==> src/rtl/tlb_mmu.sv <==
// Fully-associative MIPS32-style TLB: registered MEM-stage translation plus
// TLBWI/TLBWR/TLBP/TLBR execution, with its own Random and Wired registers.
module tlb_mmu #(
    parameter int ENTRIES = 16,
    parameter int IDX_W   = 4
) (
    input  logic             clk,
    input  logic             rst,
    input  logic             lk_req,
    input  logic [31:0]      lk_vaddr,
    input  logic             lk_store,
    output logic             lk_valid,
    output logic [31:0]      lk_paddr,
    output logic             lk_refill,
    output logic             lk_invalid,
    output logic             lk_modified,
    output logic             lk_unmapped,
    input  logic [7:0]       asid_i,
    input  logic             op_valid,
    input  logic [1:0]       op_code,
    input  logic [IDX_W-1:0] index_i,
    input  logic [31:0]      entryhi_i,
    input  logic [31:0]      entrylo0_i,
    input  logic [31:0]      entrylo1_i,
    input  logic             wired_we,
    input  logic [IDX_W-1:0] wired_i,
    output logic             op_done,
    output logic [31:0]      probe_o,
    output logic [31:0]      rd_hi_o,
    output logic [31:0]      rd_lo0_o,
    output logic [31:0]      rd_lo1_o,
    output logic [IDX_W-1:0] random_o,
    output logic [IDX_W-1:0] wired_o
);
    localparam logic [IDX_W-1:0] MAX_IDX = IDX_W'(ENTRIES - 1);

    logic [ENTRIES-1:0]       present, gbit, v0, d0, v1, d1;
    logic [ENTRIES-1:0][18:0] vpn2;
    logic [ENTRIES-1:0][7:0]  asid;
    logic [ENTRIES-1:0][19:0] pfn0, pfn1;
    logic [ENTRIES-1:0][2:0]  c0, c1;

    logic [ENTRIES-1:0] lk_hit, pr_hit;

    for (genvar gi = 0; gi < ENTRIES; gi++) begin : g_match
        assign lk_hit[gi] = present[gi] && (vpn2[gi] == lk_vaddr[31:13]) &&
                            (gbit[gi] || (asid[gi] == asid_i));
        assign pr_hit[gi] = present[gi] && (vpn2[gi] == entryhi_i[31:13]) &&
                            (gbit[gi] || (asid[gi] == entryhi_i[7:0]));
    end

    logic             lk_any, pr_any;
    logic [IDX_W-1:0] lk_idx, pr_idx;

    // Descending scan so the lowest matching index is the last one assigned.
    always_comb begin
        lk_any = 1'b0;
        lk_idx = '0;
        pr_any = 1'b0;
        pr_idx = '0;
        for (int i = ENTRIES - 1; i >= 0; i--) begin
            if (lk_hit[i]) begin
                lk_any = 1'b1;
                lk_idx = IDX_W'(i);
            end
            if (pr_hit[i]) begin
                pr_any = 1'b1;
                pr_idx = IDX_W'(i);
            end
        end
    end

    logic        unmapped, sel_v, sel_d, refill_n, invalid_n, modified_n;
    logic [19:0] sel_pfn;
    logic [31:0] paddr_n;

    always_comb begin
        unmapped   = (lk_vaddr[31:30] == 2'b10);
        sel_v      = lk_vaddr[12] ? v1[lk_idx]   : v0[lk_idx];
        sel_d      = lk_vaddr[12] ? d1[lk_idx]   : d0[lk_idx];
        sel_pfn    = lk_vaddr[12] ? pfn1[lk_idx] : pfn0[lk_idx];
        refill_n   = !unmapped && !lk_any;
        invalid_n  = !unmapped && lk_any && !sel_v;
        modified_n = !unmapped && lk_any && sel_v && lk_store && !sel_d;
        if (unmapped)
            paddr_n = lk_vaddr[29] ? {3'b0, lk_vaddr[28:0]} : {1'b0, lk_vaddr[30:0]};
        else if (refill_n || invalid_n || modified_n)
            paddr_n = '0;
        else
            paddr_n = {sel_pfn, lk_vaddr[11:0]};
    end

    logic             wr_en, g_new;
    logic [IDX_W-1:0] wr_idx;
    assign wr_en  = op_valid && !op_code[1];
    assign wr_idx = op_code[0] ? random_o : index_i;
    assign g_new  = entrylo0_i[0] & entrylo1_i[0];

    logic unused_bits;
    assign unused_bits = ^{entryhi_i[12:8], entrylo0_i[31:26], entrylo1_i[31:26]};

    always_ff @(posedge clk or negedge rst) begin
        if (!rst) begin
            present <= '0;
            gbit    <= '0;
            v0      <= '0;
            d0      <= '0;
            v1      <= '0;
            d1      <= '0;
            vpn2    <= '0;
            asid    <= '0;
            pfn0    <= '0;
            pfn1    <= '0;
            c0      <= '0;
            c1      <= '0;
        end else if (wr_en) begin
            present[wr_idx] <= 1'b1;
            gbit[wr_idx]    <= g_new;
            vpn2[wr_idx]    <= entryhi_i[31:13];
            asid[wr_idx]    <= entryhi_i[7:0];
            pfn0[wr_idx]    <= entrylo0_i[25:6];
            c0[wr_idx]      <= entrylo0_i[5:3];
            d0[wr_idx]      <= entrylo0_i[2];
            v0[wr_idx]      <= entrylo0_i[1];
            pfn1[wr_idx]    <= entrylo1_i[25:6];
            c1[wr_idx]      <= entrylo1_i[5:3];
            d1[wr_idx]      <= entrylo1_i[2];
            v1[wr_idx]      <= entrylo1_i[1];
        end
    end

    always_ff @(posedge clk or negedge rst) begin
        if (!rst) begin
            lk_valid    <= 1'b0;
            lk_paddr    <= '0;
            lk_refill   <= 1'b0;
            lk_invalid  <= 1'b0;
            lk_modified <= 1'b0;
            lk_unmapped <= 1'b0;
        end else begin
            lk_valid    <= lk_req;
            lk_paddr    <= lk_req ? paddr_n : '0;
            lk_refill   <= lk_req && refill_n;
            lk_invalid  <= lk_req && invalid_n;
            lk_modified <= lk_req && modified_n;
            lk_unmapped <= lk_req && unmapped;
        end
    end

    always_ff @(posedge clk or negedge rst) begin
        if (!rst) begin
            op_done  <= 1'b0;
            probe_o  <= '0;
            rd_hi_o  <= '0;
            rd_lo0_o <= '0;
            rd_lo1_o <= '0;
        end else begin
            op_done <= op_valid;
            if (op_valid && op_code == 2'b10)
                probe_o <= {~pr_any, {(31 - IDX_W){1'b0}}, pr_idx};
            if (op_valid && op_code == 2'b11) begin
                if (present[index_i]) begin
                    rd_hi_o  <= {vpn2[index_i], 5'b0, asid[index_i]};
                    rd_lo0_o <= {6'b0, pfn0[index_i], c0[index_i], d0[index_i],
                                 v0[index_i], gbit[index_i]};
                    rd_lo1_o <= {6'b0, pfn1[index_i], c1[index_i], d1[index_i],
                                 v1[index_i], gbit[index_i]};
                end else begin
                    rd_hi_o  <= '0;
                    rd_lo0_o <= '0;
                    rd_lo1_o <= '0;
                end
            end
        end
    end

    // Random wraps back to the top once it reaches Wired; a Wired write restarts it.
    always_ff @(posedge clk or negedge rst) begin
        if (!rst) begin
            random_o <= MAX_IDX;
            wired_o  <= '0;
        end else if (wired_we) begin
            wired_o  <= wired_i;
            random_o <= MAX_IDX;
        end else if (wired_o == MAX_IDX || random_o == wired_o) begin
            random_o <= MAX_IDX;
        end else begin
            random_o <= random_o - 1'b1;
        end
    end
endmodule
==> config.mk <==
export PLATFORM = sky130hd
export DESIGN_NAME = tlb_mmu
export DESIGN_NICKNAME = d
export VERILOG_FILES = /design/src/rtl/tlb_mmu.sv
export SDC_FILE = /design/constraint.sdc
export NUM_CORES = 2
export LEC_CHECK = 0
export ABC_CLOCK_PERIOD_IN_PS = 6900
export BUFFER_PORTS_ARGS = -buffer_cell sky130_fd_sc_hd__buf_4
export CAP_MARGIN = 20
export CORE_ASPECT_RATIO = 0.75
export CORE_MARGIN = 2
export CORE_UTILIZATION = 57
export DETAILED_ROUTE_END_ITERATION = 6
export GPL_TIMING_DRIVEN = 0
export PLACE_DENSITY = 0.75
export SLEW_MARGIN = 15
export SYNTH_ARGS = -nofsm -noshare
export SYNTH_HDL_FRONTEND = slang
export SYNTH_SLANG_ARGS = --single-unit
==> constraint.sdc <==
create_clock -name clk -period 6.9 [get_ports clk]
set_input_delay 1.035 -clock clk [delete_from_list [all_inputs] [get_ports clk]]
set_output_delay 1.035 -clock clk [all_outputs]
set_load 0.05 [all_outputs]
**Word-level counts from Yosys, hierarchy flattened**

Index checks and enable logic that the tools add are counted.

- Input port bits: 152
- Bits in registers: 1,411
- Logic and storage cells: 444
- Output and inout bits: 174

- Order comparisons: 4
- Reductions and logical operators: 118
- Multiplexer cells: 134
- Eq/ne operators: 69
- Bitwise operators: 3
- Add/sub/neg operators: 1

Operator list:

| operator | count |
|---|---|
| $bwmux W320 | 2 |
| $eq A19 B19 Y1 | 32 |
| $bmux W20 S4 | 4 |
| $bwmux W304 | 1 |
| $eq A8 B8 Y1 | 32 |
| $mux W4 | 35 |
| $bwmux W128 | 1 |
| $mux W32 | 4 |
| $mux W20 | 6 |
| $bwmux W48 | 2 |
| $bwmux W16 | 5 |
| $demux W20 S4 | 1 |
| $logic_and A1 B1 Y1 | 78 |
| $bmux W19 S4 | 1 |
| $demux W19 S4 | 1 |
| $mux W26 | 2 |
| $mux W1 | 45 |
| $bmux W1 S4 | 10 |
| $mux W19 | 2 |
| $logic_or A1 B1 Y1 | 35 |
| $bmux W8 S4 | 1 |
| $demux W8 S4 | 1 |
| $mux W31 | 1 |
| $bmux W3 S4 | 2 |
| other kinds (14) | 25 |

**Longest topological paths before layout**

- Word-level depth: 29
- Mapped depth: 20
- Depth with buffers taken out: 14

**Least setup slack after synthesis**

OpenSTA, ideal clock, no wires.

- Path kind: input to register
- From: in lk_vaddr[23]
- To: reg lk_paddr[12]
- Path slack: 2,421 ps
- Library setup time: 120 ps
- Buffers on the path: 2
- Arrival: 4,358 ps
- Required time: 6,780 ps
- Cell stages on the path: 16
- Cell sequence: buf_2 > xor2_1 > nor4b_1 > nand3_1 > or4_1 > a211oi_2 > o221ai_2 > a21boi_4 > nor2_1 > a22oi_1 > and2_0 > nor3_2 > nor4_4 > mux2i_2 > buf_6 > nor2_2

- Word-level cells in the longest chain between the ends: 29
- Elaborated cells on any way between the ends: 109
- Classes of those cells: eq/ne: 16; mux: 50; reduce/logical: 43

RTL lines:

| what | line | RTL |
|---|---|---|
| start: declaration | 10 | `input logic [31:0] lk_vaddr,` |
| $eq A19 B19 Y1 | 46 | `assign lk_hit[gi] = present[gi] && (vpn2[gi] == lk_vaddr[31:13]) &&` |
| $logic_and A1 B1 Y1 (2 in series) | 46 |  |
| $mux W4 (16 in series) | 62 | `if (lk_hit[i]) begin` |
| $bmux W1 S4 | 79 | `sel_v = lk_vaddr[12] ? v1[lk_idx] : v0[lk_idx];` |
| $mux W1 (not written as such) | 79 |  |
| $mux W1 | 79 |  |
| $logic_not A1 Y1 or $logic_and A1 B1 Y1 (tied branches) | 83, 84 |  |
| $logic_and A1 B1 Y1, on equally long branches | 83, 84 |  |
| $logic_or A1 B1 Y1 or $logic_and A1 B1 Y1 (tied branches) | 87, 84 |  |
| $logic_or A1 B1 Y1 | 87 | `else if (refill_n \|\| invalid_n \|\| modified_n)` |
| $mux W32 (*) | 87 |  |
| $mux W32 (*) | 85 | `if (unmapped)` |
| $mux W32 (*) | 142 | `lk_paddr <= lk_req ? paddr_n : '0;` |
| end signal: assignment | 142 |  |
| end: declaration | 13 | `output logic [31:0] lk_paddr,` |

Mark *: on every way between the ends. The rest lies on a longest branch, timed or not. The select of a mux whose other input is x is not followed.
A chain may end at the register's enable or synchronous reset.

**Worst setup path after layout**

- From: in lk_vaddr[26]
- To: reg lk_paddr[16]

Same word-level chain as after synthesis.

==> load_flow_metrics.sql <==
INSERT INTO impl_metrics (metric_group, metric, value, unit) VALUES
('yosys', 'synthAdderAreaFrac', '0.0156', '%'),
('run_status', 'result_of_the_run', 'finished, violations left', ''),
('flow_run', 'cap_viol_max_count', '0', ''),
('setup_path', 'crit_path_from', 'lk_vaddr[26]', ''),
('drt', 'drt.antenna.violating_nets', '0', ''),
('placed_design', 'placedCellCount', '8518', ''),
('sta', 'min_period_over_period', '102', '%'),
('drt', 'initialDrtViolationCount', '10900', ''),
('global_routing', 'grt_antenna_before_repair', '38', ''),
('floorplanning', 'floorplan.io_pins', '326', ''),
('yosys', 'synth-async-reset-ratio', '100', '%'),
('drt', 'avgRoutedWirePerCell', '41.4', 'um'),
('setup_path', 'setup.worst_path.start_class', 'input pin', ''),
('clock_network', 'cts.root.buffer_cell', 'sky130_fd_sc_hd__clkbuf_16', ''),
('floorplanning', 'dieArea', '144000', 'sq um'),
('drt', 'drt-vias-per-instance', '7.25', ''),
('setup_path', 'critical_path_peak_fanout', '10', ''),
('sta', 'grt_setup_unrepaired', 'no', ''),
('global_routing', 'overflow', '0', ''),
('yosys', 'synth-compound-area-share', '4.29', '%'),
('min_path', 'hold_path.class', 'input pin to asynchronous set/reset pin', ''),
('power_and_ir_drop', 'power.net_switching', '0.0100', 'W'),
('floorplanning', 'die_height', '329', 'um'),
('power_and_ir_drop', 'internal-power', '0.0186', 'W'),
('yosys', 'netlist-cell-type-count', '91', ''),
('sta', 'timing.max_slew.rel_slack', '10.1', '%'),
('run_status', 'violations', 'design-rule violations, negative setup slack', ''),
('yosys', 'synth-edff-count', '0', ''),
('sta', 'achievable-frequency', '143', 'MHz'),
('finish', 'drive_above_1_share', '36.6', '%'),
('yosys', 'ys_seq_elements', '1393', ''),
('placed_design', 'dp.final_hpwl', '267000', 'um'),
('yosys', 'synth_xor_area_share', '9.48', '%'),
('global_routing', 'grt_util_overall', '50.2', '%'),
('clock_network', 'htree_levels', '4', ''),
('sta', 'drv_slew', '0', ''),
('sta', 'finClkSkew', '0.0524', 'ns'),
('yosys', 'yosys_warnings', '0', ''),
('yosys', 'synthMuxAreaShare', '32.0', '%'),
('yosys', 'fraction_of_the_mapped_netlist_area_in_simple_logic_gates', '6.94', '%'),
('power_and_ir_drop', 'power.leakage', '39.5', 'nW'),
('yosys', 'synthesized_cell_area', '80400', 'sq um'),
('sta', 'report.final.hold_viol_count', '0', ''),
('sta', 'final.min_clock_period', '7.01', 'ns'),
('global_routing', 'grt_max_degree', '151', ''),
('floorplanning', 'start_util', '57.3', '%'),
('power_and_ir_drop', 'p_comb_share', '26.4', '%'),
('clock_network', 'postCtsHoldBufs', '0', ''),
('clock_network', 'cts_tree', 'built', ''),
('yosys', 'post_synth_inst_count', '6348', ''),
('drt', 'drt_drc_violations_left', '1', ''),
('placed_design', 'io_buffer_count', '207', ''),
('drt', 'wirelength', '366000', 'um'),
('sta', 'final.setup.worst_slack', '-0.113', 'ns'),
('floorplanning', 'fp.dieW', '438', 'um'),
('setup_path', 'capturing_element_type_of_the_critical_path', 'flop', ''),
('placed_design', 'globalplace.congestion', '1.10', ''),
('clock_network', 'clkTransAtPathRegs', '0.06', 'ns'),
('drt', 'dr.pass1.iters', '7', ''),
('finish', 'core_util_final', '64.7', '%'),
('power_and_ir_drop', 'sequentialPowerShare', '43.7', '%'),
('finish', 'layout.cells.non_filler', '8844', ''),
('setup_path', 'worst-endpoint-arrival', '7.72', 'ns'),
('floorplanning', 'floorplan.core_area', '140000', 'sq um'),
('setup_path', 'critical_path_class', 'input pin to flop', ''),
('clock_network', 'clock_tree.buffer_depth', '3', ''),
('sta', 'report.final.setup_viol', '4', ''),
('clock_network', 'worstSkewPairLatency', '0.84', 'ns'),
('finish', 'fillerInstances', '10700', ''),
('floorplanning', 'floorplan.rows', '119', ''),
('power_and_ir_drop', 'power.clock.fraction', '29.9', '%');
cell families after synthesis:
kind of cell,after synthesis
multiplexers,1907
adder cells (fa/ha/maj),1
AO/OA/AOI/OAI,531
flip-flops,1393
AND/OR/NAND/NOR,999
buffers and inverters,646
other,1
XOR/XNOR,870
cell usage in the layout, fill, tap and decap left out, types with 18 or more instances in the layout:
| cell type | count |
|---|---|
| sky130_fd_sc_hd__dfrtp_1 | 1389 |
| sky130_fd_sc_hd__mux2_2 | 1307 |
| sky130_fd_sc_hd__xor2_1 | 641 |
| sky130_fd_sc_hd__mux4_2 | 397 |
| sky130_fd_sc_hd__clkbuf_1 | 332 |
| sky130_fd_sc_hd__buf_4 | 290 |
| sky130_fd_sc_hd__xnor2_1 | 229 |
| sky130_fd_sc_hd__nand2_1 | 216 |
| sky130_fd_sc_hd__nor4_1 | 212 |
| sky130_fd_sc_hd__mux2i_1 | 187 |
| sky130_fd_sc_hd__clkbuf_16 | 148 |
| sky130_fd_sc_hd__a21oi_1 | 138 |
| sky130_fd_sc_hd__a211oi_1 | 128 |
| sky130_fd_sc_hd__o21ai_0 | 115 |
| sky130_fd_sc_hd__nor2b_1 | 96 |
| sky130_fd_sc_hd__nor2_1 | 92 |
| sky130_fd_sc_hd__nand2b_1 | 90 |
| sky130_fd_sc_hd__nand4_1 | 84 |
| sky130_fd_sc_hd__nand3_1 | 79 |
| sky130_fd_sc_hd__buf_1 | 74 |
| sky130_fd_sc_hd__buf_2 | 73 |
| sky130_fd_sc_hd__buf_6 | 72 |
| sky130_fd_sc_hd__clkbuf_2 | 51 |
| sky130_fd_sc_hd__conb_1 | 44 |
| sky130_fd_sc_hd__diode_2 | 41 |
| sky130_fd_sc_hd__clkbuf_8 | 29 |
| sky130_fd_sc_hd__clkinv_2 | 27 |
| sky130_fd_sc_hd__or4_1 | 25 |
| sky130_fd_sc_hd__o211ai_1 | 24 |
| sky130_fd_sc_hd__o21ai_1 | 20 |
| sky130_fd_sc_hd__a31oi_1 | 20 |
| sky130_fd_sc_hd__inv_1 | 19 |
| sky130_fd_sc_hd__a211o_1 | 18 |
metal layers:
metal	track usage (%)	vias up	part of all wire [%]
li1	-	24200	-
met5	1.35	-	0.13
met3	29.1	1118	18
met4	23.2	34	5.2
met2	62.9	5757	38
met1	68.7	33000	39
through the flow:
step | hold WS [ns] | area (sq um) | setup TNS (ns) | total power, W
after floorplan | 0.474 | 80600 | 0 | 0.0165
after detailed placement | 0.472 | 85300 | -13.49 | 0.0196
final | 0.183 | 90800 | -0.351 | 0.0286
after CTS | 0.204 | 90400 | 0 | 0.0280
after global placement | 0.462 | 84500 | - | 0.0194
after global routing | 0.248 | 90700 | 0 | 0.0293
final cells by class:
type	instances	area [sq um]	area share (%)
well taps	1875	2350	2.58
plain buffers	624	3180	3.50
repair buffers	274	2480	2.73
flip-flops and latches	1393	34900	38.4
clock inverters	63	888	0.978
inverters	21	78.8	0.0868
diodes	41	103	0.113
multi-input cells	4352	42700	47.0
clock buffers	201	4190	4.62
synthesized netlist by cell type, types with 9 or more instances:
master                     count  area share (%)
sky130_fd_sc_hd__mux4_2      397              11
sky130_fd_sc_hd__clkbuf_1    358             1.7
sky130_fd_sc_hd__o211ai_1     24            0.22
sky130_fd_sc_hd__mux2_1       14            0.20
sky130_fd_sc_hd__buf_1        97            0.45
sky130_fd_sc_hd__a21oi_1     147            0.91
sky130_fd_sc_hd__mux2i_1     187             2.3
sky130_fd_sc_hd__nor2_1       92            0.43
sky130_fd_sc_hd__buf_6        38            0.53
sky130_fd_sc_hd__or4_1        25            0.23
sky130_fd_sc_hd__nand4b_1     15            0.16
sky130_fd_sc_hd__dfrtp_1    1389              43
sky130_fd_sc_hd__nor2b_2      10            0.11
sky130_fd_sc_hd__a211oi_1    128             1.2
sky130_fd_sc_hd__a211o_1      18            0.20
sky130_fd_sc_hd__inv_1        19           0.089
sky130_fd_sc_hd__buf_2        52            0.32
sky130_fd_sc_hd__nor4b_1      15            0.16
sky130_fd_sc_hd__xnor2_1     229             2.5
sky130_fd_sc_hd__nor4_1      217             1.7
sky130_fd_sc_hd__nand4_1      84            0.65
sky130_fd_sc_hd__o21ai_1      19            0.12
sky130_fd_sc_hd__nor3_1        9           0.056
sky130_fd_sc_hd__xor2_1      641             7.0
sky130_fd_sc_hd__nor2b_1      96            0.75
sky130_fd_sc_hd__nand2b_1     90            0.70
sky130_fd_sc_hd__buf_4        72            0.67
sky130_fd_sc_hd__nand2_1     216             1.0
sky130_fd_sc_hd__a31oi_1      20            0.16
sky130_fd_sc_hd__nand3_1      79            0.49
sky130_fd_sc_hd__a32oi_1      18            0.20
sky130_fd_sc_hd__o21ai_0     116            0.72
sky130_fd_sc_hd__mux2_2     1307              18
sky130_fd_sc_hd__and2_1       10           0.078
sky130_fd_sc_hd__or2_2        10           0.078
worst max-delay path: stages:
cell                       delay, ns
sky130_fd_sc_hd__buf_6          0.21
sky130_fd_sc_hd__buf_2          0.63
sky130_fd_sc_hd__xnor2_1        0.37
sky130_fd_sc_hd__nor4b_1        0.28
sky130_fd_sc_hd__nand3_1        0.30
sky130_fd_sc_hd__nor4_4         0.66
sky130_fd_sc_hd__nor2b_1        0.27
sky130_fd_sc_hd__nand2_1        0.15
sky130_fd_sc_hd__o211a_1        0.15
sky130_fd_sc_hd__buf_2          0.38
sky130_fd_sc_hd__buf_4          0.35
sky130_fd_sc_hd__buf_2          0.54
sky130_fd_sc_hd__clkbuf_4       0.53
sky130_fd_sc_hd__a211oi_1       0.17
sky130_fd_sc_hd__a31oi_1        0.17
sky130_fd_sc_hd__a21oi_1        0.12
sky130_fd_sc_hd__a32oi_1        0.82
sky130_fd_sc_hd__o21ai_0        0.21
sky130_fd_sc_hd__o21ai_1        0.30
flip-flops by register name, summed over array words and instances (netlist names), 4 cells and up:
name / count
gbit: 16
v1: 16
rd_hi_o: 27
pfn1: 320
probe_o: 5
lk_paddr: 32
vpn2: 304
c0: 48
wired_o: 4
d0: 16
v0: 16
d1: 16
rd_lo1_o: 26
pfn0: 320
rd_lo0_o: 25
asid: 128
random_o: 4
present: 16
c1: 48
what timing repair did:
action	CTS	global route
gates resized for setup	1	12
setup endpoints to repair	5	16
setup buffers	0	0
power by group through the flow:
stage	Clock (W)	Sequential, W	Combinational, W
final	0.00854	0.0125	0.00755
after global routing	0.00883	0.0126	0.00785
after CTS	0.00849	0.0123	0.00726
after detailed placement	0	0.0124	0.00720
after global placement	0	0.0123	0.00703
after floorplan	0	0.0117	0.00481
worst paths after layout:
check	end	slack [ns]	cells past startpoint
hold / removal	asid[112]$_DFFE_PN0P_	0.18	1
min in group clk	op_done$_DFF_PN0_	0.40	1
setup reg to reg	lk_paddr[16]$_DFF_PN0_	0.14	17
setup / recovery	lk_paddr[16]$_DFF_PN0_	-0.11	19
max in group asynchronous	pfn1[291]$_DFFE_PN0P_	3.81	5
hold reg to reg	rd_lo1_o[13]$_DFFE_PN0P_	0.48	2
Note: power is estimated with default switching activity, not from simulation.
